**config.mk**
```make
export PLATFORM = sky130hd
export DESIGN_NAME = unified_mem_arbiter_flat
export DESIGN_NICKNAME = d
export VERILOG_FILES = /design/src/rtl/unified_mem_arbiter_pkg.sv /design/src/rtl/unified_mem_arbiter_if.sv /design/src/rtl/unified_mem_arbiter_arb_prio_starve.sv /design/src/rtl/unified_mem_arbiter.sv /design/src/flat_wrapper.sv
export SDC_FILE = /design/constraint.sdc
export NUM_CORES = 1
export LEC_CHECK = 0
export ABC_AREA = 1
export CORE_AREA = 2 2 104 106
export CTS_CLUSTER_DIAMETER = 200
export CTS_CLUSTER_SIZE = 24
export DETAILED_ROUTE_END_ITERATION = 10
export DIE_AREA = 0 0 106 108
export PLACE_DENSITY = 0.65
export SLEW_MARGIN = 25
export SYNTH_ARGS = -nofsm -noshare
export SYNTH_HDL_FRONTEND = slang
export SYNTH_SLANG_ARGS = --single-unit
```
**constraint.sdc**
```tcl
create_clock -name clk -period 1.5 [get_ports clk]
set_clock_uncertainty 0.1 [all_clocks]
set_input_delay 0.3 -clock clk [delete_from_list [all_inputs] [get_ports clk]]
set_output_delay 0.3 -clock clk [all_outputs]
set_load 0.005 [all_outputs]
```
**src/rtl/unified_mem_arbiter_pkg.sv**
```systemverilog
// Shared types and widths for the unified fetch/data memory arbiter.
package mem_arb_pkg;

  localparam int unsigned ADDR_W = 30;
  localparam int unsigned DATA_W = 32;

  typedef enum logic {
    ST_IDLE = 1'b0,
    ST_WAIT = 1'b1
  } state_t;

  typedef enum logic {
    OWN_IF = 1'b0,
    OWN_D  = 1'b1
  } owner_t;

  // Access presented to the memory by the arbitration winner
  typedef struct packed {
    logic              we;
    logic [ADDR_W-1:0] addr;
    logic [DATA_W-1:0] wdata;
  } mem_req_t;

endpackage

```
**src/rtl/unified_mem_arbiter_if.sv**
```systemverilog
// Fetch port, data port and memory port bundled for the unified memory arbiter.
interface unified_mem_arbiter_if;
  import mem_arb_pkg::*;

  logic              if_req;
  logic [31:0]       if_addr;
  logic              if_gnt;
  logic              if_rvalid;
  logic [DATA_W-1:0] if_rdata;

  logic              d_req;
  logic              d_we;
  logic [31:0]       d_addr;
  logic [DATA_W-1:0] d_wdata;
  logic              d_gnt;
  logic              d_rvalid;
  logic [DATA_W-1:0] d_rdata;

  logic              mem_en;
  logic              mem_we;
  logic [ADDR_W-1:0] mem_addr;
  logic [DATA_W-1:0] mem_wdata;
  logic [DATA_W-1:0] mem_rdata;

  modport slave (
    input  if_req, if_addr, d_req, d_we, d_addr, d_wdata, mem_rdata,
    output if_gnt, if_rvalid, if_rdata, d_gnt, d_rvalid, d_rdata,
    output mem_en, mem_we, mem_addr, mem_wdata
  );

  modport master (
    output if_req, if_addr, d_req, d_we, d_addr, d_wdata, mem_rdata,
    input  if_gnt, if_rvalid, if_rdata, d_gnt, d_rvalid, d_rdata,
    input  mem_en, mem_we, mem_addr, mem_wdata
  );

endinterface

```
**src/rtl/unified_mem_arbiter_arb_prio_starve.sv**
```systemverilog
// Data-priority winner select with a saturating counter that forces a fetch
// grant after STARVE_LIMIT consecutive data grants.
module arb_prio_starve
  import mem_arb_pkg::*;
#(
  parameter int unsigned STARVE_LIMIT = 4
) (
  input  logic   clk,
  input  logic   reset,
  input  logic   i_arb_en,
  input  logic   i_if_req,
  input  logic   i_d_req,
  output logic   o_grant_c,
  output owner_t o_winner_c
);

  localparam int unsigned CNT_W = $clog2(STARVE_LIMIT + 1);

  logic [CNT_W-1:0] r_starve_cnt;
  logic             w_if_wins;
  logic             w_starved;

  assign w_starved  = (r_starve_cnt == CNT_W'(STARVE_LIMIT));
  assign w_if_wins  = i_if_req && (!i_d_req || w_starved);
  assign o_grant_c  = i_arb_en && (i_if_req || i_d_req);
  assign o_winner_c = w_if_wins ? OWN_IF : OWN_D;

  // Counts data grants that bypassed a pending fetch; saturates at the limit
  always_ff @(posedge clk) begin
    if (reset) begin
      r_starve_cnt <= '0;
    end else if (i_arb_en) begin
      if (!i_if_req || w_if_wins) begin
        r_starve_cnt <= '0;
      end else if (i_d_req && !w_starved) begin
        r_starve_cnt <= r_starve_cnt + CNT_W'(1);
      end
    end
  end

endmodule

```
**src/rtl/unified_mem_arbiter.sv**
```systemverilog
// Shares one single-port word memory between instruction fetch and data ports,
// one access outstanding, fixed read latency, back-to-back grants in the response cycle.
module unified_mem_arbiter
  import mem_arb_pkg::*;
#(
  parameter int unsigned MEM_LATENCY  = 2,
  parameter int unsigned STARVE_LIMIT = 4
) (
  input logic                  clk,
  input logic                  reset,
  unified_mem_arbiter_if.slave bus
);

  localparam int unsigned      LAT_W    = (MEM_LATENCY > 1) ? $clog2(MEM_LATENCY) : 1;
  localparam logic [LAT_W-1:0] LAT_LOAD = LAT_W'(MEM_LATENCY - 1);

  state_t           r_state, w_state_nxt;
  owner_t           r_owner, w_owner_nxt;
  logic             r_own_we, w_own_we_nxt;
  logic [LAT_W-1:0] r_lat_cnt, w_lat_cnt_nxt;
  logic             w_arb_en;
  logic             w_grant;
  logic             w_resp;
  owner_t           w_winner;
  mem_req_t         w_req;
  logic             w_unused;

  assign w_arb_en = !reset && ((r_state == ST_IDLE) || (r_lat_cnt == '0));
  assign w_resp   = !reset && (r_state == ST_WAIT) && (r_lat_cnt == '0);
  assign w_unused = ^{bus.if_addr[1:0], bus.d_addr[1:0]};

  arb_prio_starve #(
    .STARVE_LIMIT (STARVE_LIMIT)
  ) u_arb (
    .clk        (clk),
    .reset      (reset),
    .i_arb_en   (w_arb_en),
    .i_if_req   (bus.if_req),
    .i_d_req    (bus.d_req),
    .o_grant_c  (w_grant),
    .o_winner_c (w_winner)
  );

  // Winner's access, all-zero when nothing is granted
  always_comb begin
    w_req = '0;
    if (w_grant) begin
      if (w_winner == OWN_D) begin
        w_req.we    = bus.d_we;
        w_req.addr  = bus.d_addr[31:2];
        w_req.wdata = bus.d_wdata;
      end else begin
        w_req.addr  = bus.if_addr[31:2];
      end
    end
  end

  always_ff @(posedge clk) begin
    if (reset) begin
      r_state   <= ST_IDLE;
      r_owner   <= OWN_IF;
      r_own_we  <= 1'b0;
      r_lat_cnt <= '0;
    end else begin
      r_state   <= w_state_nxt;
      r_owner   <= w_owner_nxt;
      r_own_we  <= w_own_we_nxt;
      r_lat_cnt <= w_lat_cnt_nxt;
    end
  end

  always_comb begin
    w_state_nxt   = r_state;
    w_owner_nxt   = r_owner;
    w_own_we_nxt  = r_own_we;
    w_lat_cnt_nxt = r_lat_cnt;

    bus.if_gnt    = w_grant && (w_winner == OWN_IF);
    bus.d_gnt     = w_grant && (w_winner == OWN_D);
    bus.mem_en    = w_grant;
    bus.mem_we    = w_req.we;
    bus.mem_addr  = w_req.addr;
    bus.mem_wdata = w_req.wdata;
    bus.if_rvalid = w_resp && (r_owner == OWN_IF);
    bus.d_rvalid  = w_resp && (r_owner == OWN_D);
    bus.if_rdata  = (w_resp && (r_owner == OWN_IF)) ? bus.mem_rdata : '0;
    bus.d_rdata   = (w_resp && (r_owner == OWN_D) && !r_own_we) ? bus.mem_rdata : '0;

    case (r_state)
      ST_IDLE: w_state_nxt = ST_IDLE;
      ST_WAIT: begin
        if (r_lat_cnt != '0) begin
          w_lat_cnt_nxt = r_lat_cnt - LAT_W'(1);
        end else begin
          w_state_nxt = ST_IDLE;
        end
      end
      default: w_state_nxt = ST_IDLE;
    endcase

    // A grant in the response cycle keeps the FSM in WAIT with no bubble
    if (w_grant) begin
      w_state_nxt   = ST_WAIT;
      w_owner_nxt   = w_winner;
      w_own_we_nxt  = w_req.we;
      w_lat_cnt_nxt = LAT_LOAD;
    end
  end

endmodule

```
**src/flat_wrapper.sv**
```systemverilog
// flat-port wrapper written by rule: the top's interface ports become plain ports
module unified_mem_arbiter_flat import mem_arb_pkg::*;
#(
  parameter int unsigned MEM_LATENCY  = 2,
  parameter int unsigned STARVE_LIMIT = 4
)
  (clk, reset, bus_if_req, bus_if_addr, bus_d_req, bus_d_we, bus_d_addr, bus_d_wdata, bus_mem_rdata, bus_if_gnt, bus_if_rvalid, bus_if_rdata, bus_d_gnt, bus_d_rvalid, bus_d_rdata, bus_mem_en, bus_mem_we, bus_mem_addr, bus_mem_wdata);
  unified_mem_arbiter_if bus_i ();
  input logic clk;
  input logic reset;
  input wire logic [$bits(bus_i.if_req)-1:0] bus_if_req;
  input wire logic [$bits(bus_i.if_addr)-1:0] bus_if_addr;
  input wire logic [$bits(bus_i.d_req)-1:0] bus_d_req;
  input wire logic [$bits(bus_i.d_we)-1:0] bus_d_we;
  input wire logic [$bits(bus_i.d_addr)-1:0] bus_d_addr;
  input wire logic [$bits(bus_i.d_wdata)-1:0] bus_d_wdata;
  input wire logic [$bits(bus_i.mem_rdata)-1:0] bus_mem_rdata;
  output wire logic [$bits(bus_i.if_gnt)-1:0] bus_if_gnt;
  output wire logic [$bits(bus_i.if_rvalid)-1:0] bus_if_rvalid;
  output wire logic [$bits(bus_i.if_rdata)-1:0] bus_if_rdata;
  output wire logic [$bits(bus_i.d_gnt)-1:0] bus_d_gnt;
  output wire logic [$bits(bus_i.d_rvalid)-1:0] bus_d_rvalid;
  output wire logic [$bits(bus_i.d_rdata)-1:0] bus_d_rdata;
  output wire logic [$bits(bus_i.mem_en)-1:0] bus_mem_en;
  output wire logic [$bits(bus_i.mem_we)-1:0] bus_mem_we;
  output wire logic [$bits(bus_i.mem_addr)-1:0] bus_mem_addr;
  output wire logic [$bits(bus_i.mem_wdata)-1:0] bus_mem_wdata;
  assign bus_i.if_req = bus_if_req;
  assign bus_i.if_addr = bus_if_addr;
  assign bus_i.d_req = bus_d_req;
  assign bus_i.d_we = bus_d_we;
  assign bus_i.d_addr = bus_d_addr;
  assign bus_i.d_wdata = bus_d_wdata;
  assign bus_i.mem_rdata = bus_mem_rdata;
  assign bus_if_gnt = bus_i.if_gnt;
  assign bus_if_rvalid = bus_i.if_rvalid;
  assign bus_if_rdata = bus_i.if_rdata;
  assign bus_d_gnt = bus_i.d_gnt;
  assign bus_d_rvalid = bus_i.d_rvalid;
  assign bus_d_rdata = bus_i.d_rdata;
  assign bus_mem_en = bus_i.mem_en;
  assign bus_mem_we = bus_i.mem_we;
  assign bus_mem_addr = bus_i.mem_addr;
  assign bus_mem_wdata = bus_i.mem_wdata;
  unified_mem_arbiter #(.MEM_LATENCY(MEM_LATENCY), .STARVE_LIMIT(STARVE_LIMIT)) u_core (.clk(clk), .reset(reset), .bus(bus_i));
endmodule
```
==> metrics.txt <==
status finished, violations left; failing checks setup timing; Initial Utilization 15.6%; worst reg-to-reg path cell count 10; Setup violations, final 131; ANT cells 0; cts hold-fix bufs 0; crit path launch type register; Synth Net Count 460; leading cell type in the layout, fill and taps excluded clkdlybuf4s50_1; Total Die Area 11,400 sq um; largest net degree at the start of global routing 32; Cell variety after synth 18; Min-Delay Path Class in2reg; via count 3,179; Worst Path Required 1.10 ns; H-tree depth 1; worst reg2reg path endpoint u_core.r_own_we; routed wire length per instance 14.3 um; first-pass GRT wire length 15,700 um; Core ar. 10,200 sq um; final hold viol count 0; root cell of the clock tree clkbuf_8; area occupied by multi-input gates 1830 sq um; final period utilization 135%; synthesized area 1600 sq um; Peak VDD IR 0.191 mV; Layout area overhead 241%; Leak 2.82 nW; io pins 265; CP startpoint u_core.u_arb.r_starve_cnt[0]; Via-to-Cell Ratio 4.06; Placed Area 4480 sq um; Die Y 108 um; Final WS setup -0.520 ns; routability cong. 0.845; DRT Wirelength 11,200 um; global route total overflow 0; Critical Path Fanout Max 6; fmax 495 MHz; CTS tree done; Skew-Pair Late Insertion Delay 0.24 ns; TritonCTS buffer count 3; clock slew at reported path FFs 0.04 ns; hold endpoint u_core.r_own_we; CP Data Arrival Time 1.62 ns; metal2 WL 6270 um; clk sinks 7; met1 WL 4090 um; final hold slack 0.291 ns; die width 106 um; row count 37; post-route ant nets 0; maximum buffer depth of the clock tree 2; Synth Area per Inst 4.92 sq um; Yosys warning total 0; I/O Buffers 260; Total GRT Usage 17.0%; iteration-0 DRC count of the detailed router 101; antenna violations before repair 0; vias in the first global route 3,120; layout cell share with drive strength beyond 1 57.3%; hpwl dp 7030 um; most frequent cells in the layout 125 x clkdlybuf4s50_1, 108 x buf_2, 73 x nand2_1, 54 x nor2_4, 47 x buf_6; final cell area excluding filler cells 5450 sq um; Max-slew headroom 82.8%; CP endpoint kind output pin; DR top layer met4; max-slew violations 0; Hold Path Depth 3; RSZ-0062 raised after global routing yes; Synth Instances 325; max-capacitance violation count 0; Synth Register Bits 7; pwr dens 335 nW/um^2; NumNets Final 783; Seq/Total Area, Yosys 8.76%; slew of the pin with the lowest slew margin 0.257 ns; fin crit period 2.02 ns; CP Class reg2out; R2R Path Start u_core.u_arb.r_starve_cnt[0]; FILL cells 978; flop2flop setup slack 0.01 ns; Met3 Wirelength 642 um; hold_sp reset; Seq. cell area 151 sq um; DR pass1 iterations 4; Residual DRC 0
-- cells by family (layout without fill, tap and decap cells) --
| group | Yosys count | after routing | share of synthesized area, % |
|---|---|---|---|
| AO/OA/AOI/OAI | 6 | 6 | 1.88 |
| flip-flops | 7 | 7 | 8.76 |
| adder cells (fa/ha/maj) | 2 | 2 | 1.56 |
| buffers and inverters | 62 | 382 | 20.2 |
| AND/OR/NAND/NOR | 248 | 250 | 67.6 |
-- timing repair --
action / CTS / global route
resized for setup: 532 / 282
endpoints found under the setup margin: 135 / 133
setup buffers: 33 / 22
pin swaps: 13 / 54
endpoints found under the hold margin: 0 / 0
cloned: 11 / 6
-- layer usage --
layer / GRT usage (%) / vias up
met5: 0 / -
met4: 2.91 / 0
met3: 3.32 / 16
met2: 33.4 / 122
met1: 19.1 / 1456
li1: - / 1585
-- flip-flops by register name, summed over array words and instances (netlist names) --
name and count:
u_core.r_state 1, u_core.u_arb.r_starve_cnt 3, u_core.r_own_we 1, u_core.r_lat_cnt 1, u_core.r_owner 1
-- synth_stat cells --
| master | number | area share [%] |
|---|---|---|
| ha_1 | 2 | 1.6 |
| inv_4 | 1 | 0.39 |
| a21oi_1 | 5 | 1.6 |
| dfxtp_1 | 7 | 8.8 |
| nor2_1 | 80 | 19 |
| nand2_1 | 122 | 29 |
| inv_1 | 41 | 9.6 |
| nor2_2 | 20 | 7.8 |
| nor3_4 | 1 | 1.0 |
| nand2_2 | 15 | 5.9 |
| buf_2 | 9 | 2.8 |
| inv_2 | 2 | 0.47 |
| buf_6 | 8 | 5.6 |
| buf_12 | 1 | 1.3 |
| nand2_4 | 4 | 2.8 |
| nor2_4 | 2 | 1.4 |
| o21ai_0 | 1 | 0.31 |
| nand3_1 | 4 | 1.3 |
-- worst max-delay path by stage --
stage                         to  cells after the start  slack, ns
2_1_floorplan   bus_mem_addr[15]                     10      -0.03
3_3_place_gp   bus_mem_wdata[24]                      7      -0.99
3_5_place_dp   bus_mem_wdata[28]                      7      -1.04
4_1_cts          bus_mem_addr[9]                     10      -0.85
5_1_grt         bus_mem_addr[27]                     11      -0.60
6_report        bus_mem_addr[25]                     11      -0.52
-- where the power goes --
part	switching (mW)	total, mW	internal [mW]
clock network	0.0885	0.273	0.184
logic	0.572	1.34	0.769
registers	0.0140	0.213	0.199
total	0.675	1.83	1.15
-- through the flow --
step / util (%) / setup TNS [ns] / std cells / worst slack (ns) / power, mW
final: 53.2 / -48.58 / 783 / -0.520 / 1.83
after global placement: 43.8 / -119.01 / 725 / -0.994 / 1.25
after CTS: 49.2 / -59.30 / 772 / -0.854 / 1.69
after floorplan: - / -0.342 / 325 / -0.0262 / 0.540
after detailed placement: 43.8 / -122.01 / 725 / -1.04 / 1.26
after global routing: 53.2 / -58.50 / 783 / -0.599 / 1.94
-- critical path, cell delays in order, from the launching register on --
cell       delay, ns
dfxtp_2         0.31
inv_2           0.07
ha_4            0.14
nand2_4         0.04
nand2_4         0.08
nand2_8         0.08
nor2_4          0.16
buf_12          0.14
clkbuf_16       0.14
nand2_1         0.06
nand2_1         0.06
buf_2           0.10
-- area by class of cell --
cell class	count	area share (%)
flip-flops and latches	7	2.78
clock buffers	4	0.827
inverters	44	3.24
well taps	136	3.12
repair buffers	334	56.4
multi-input cells	258	33.6
(Power assumes the default switching activity.)
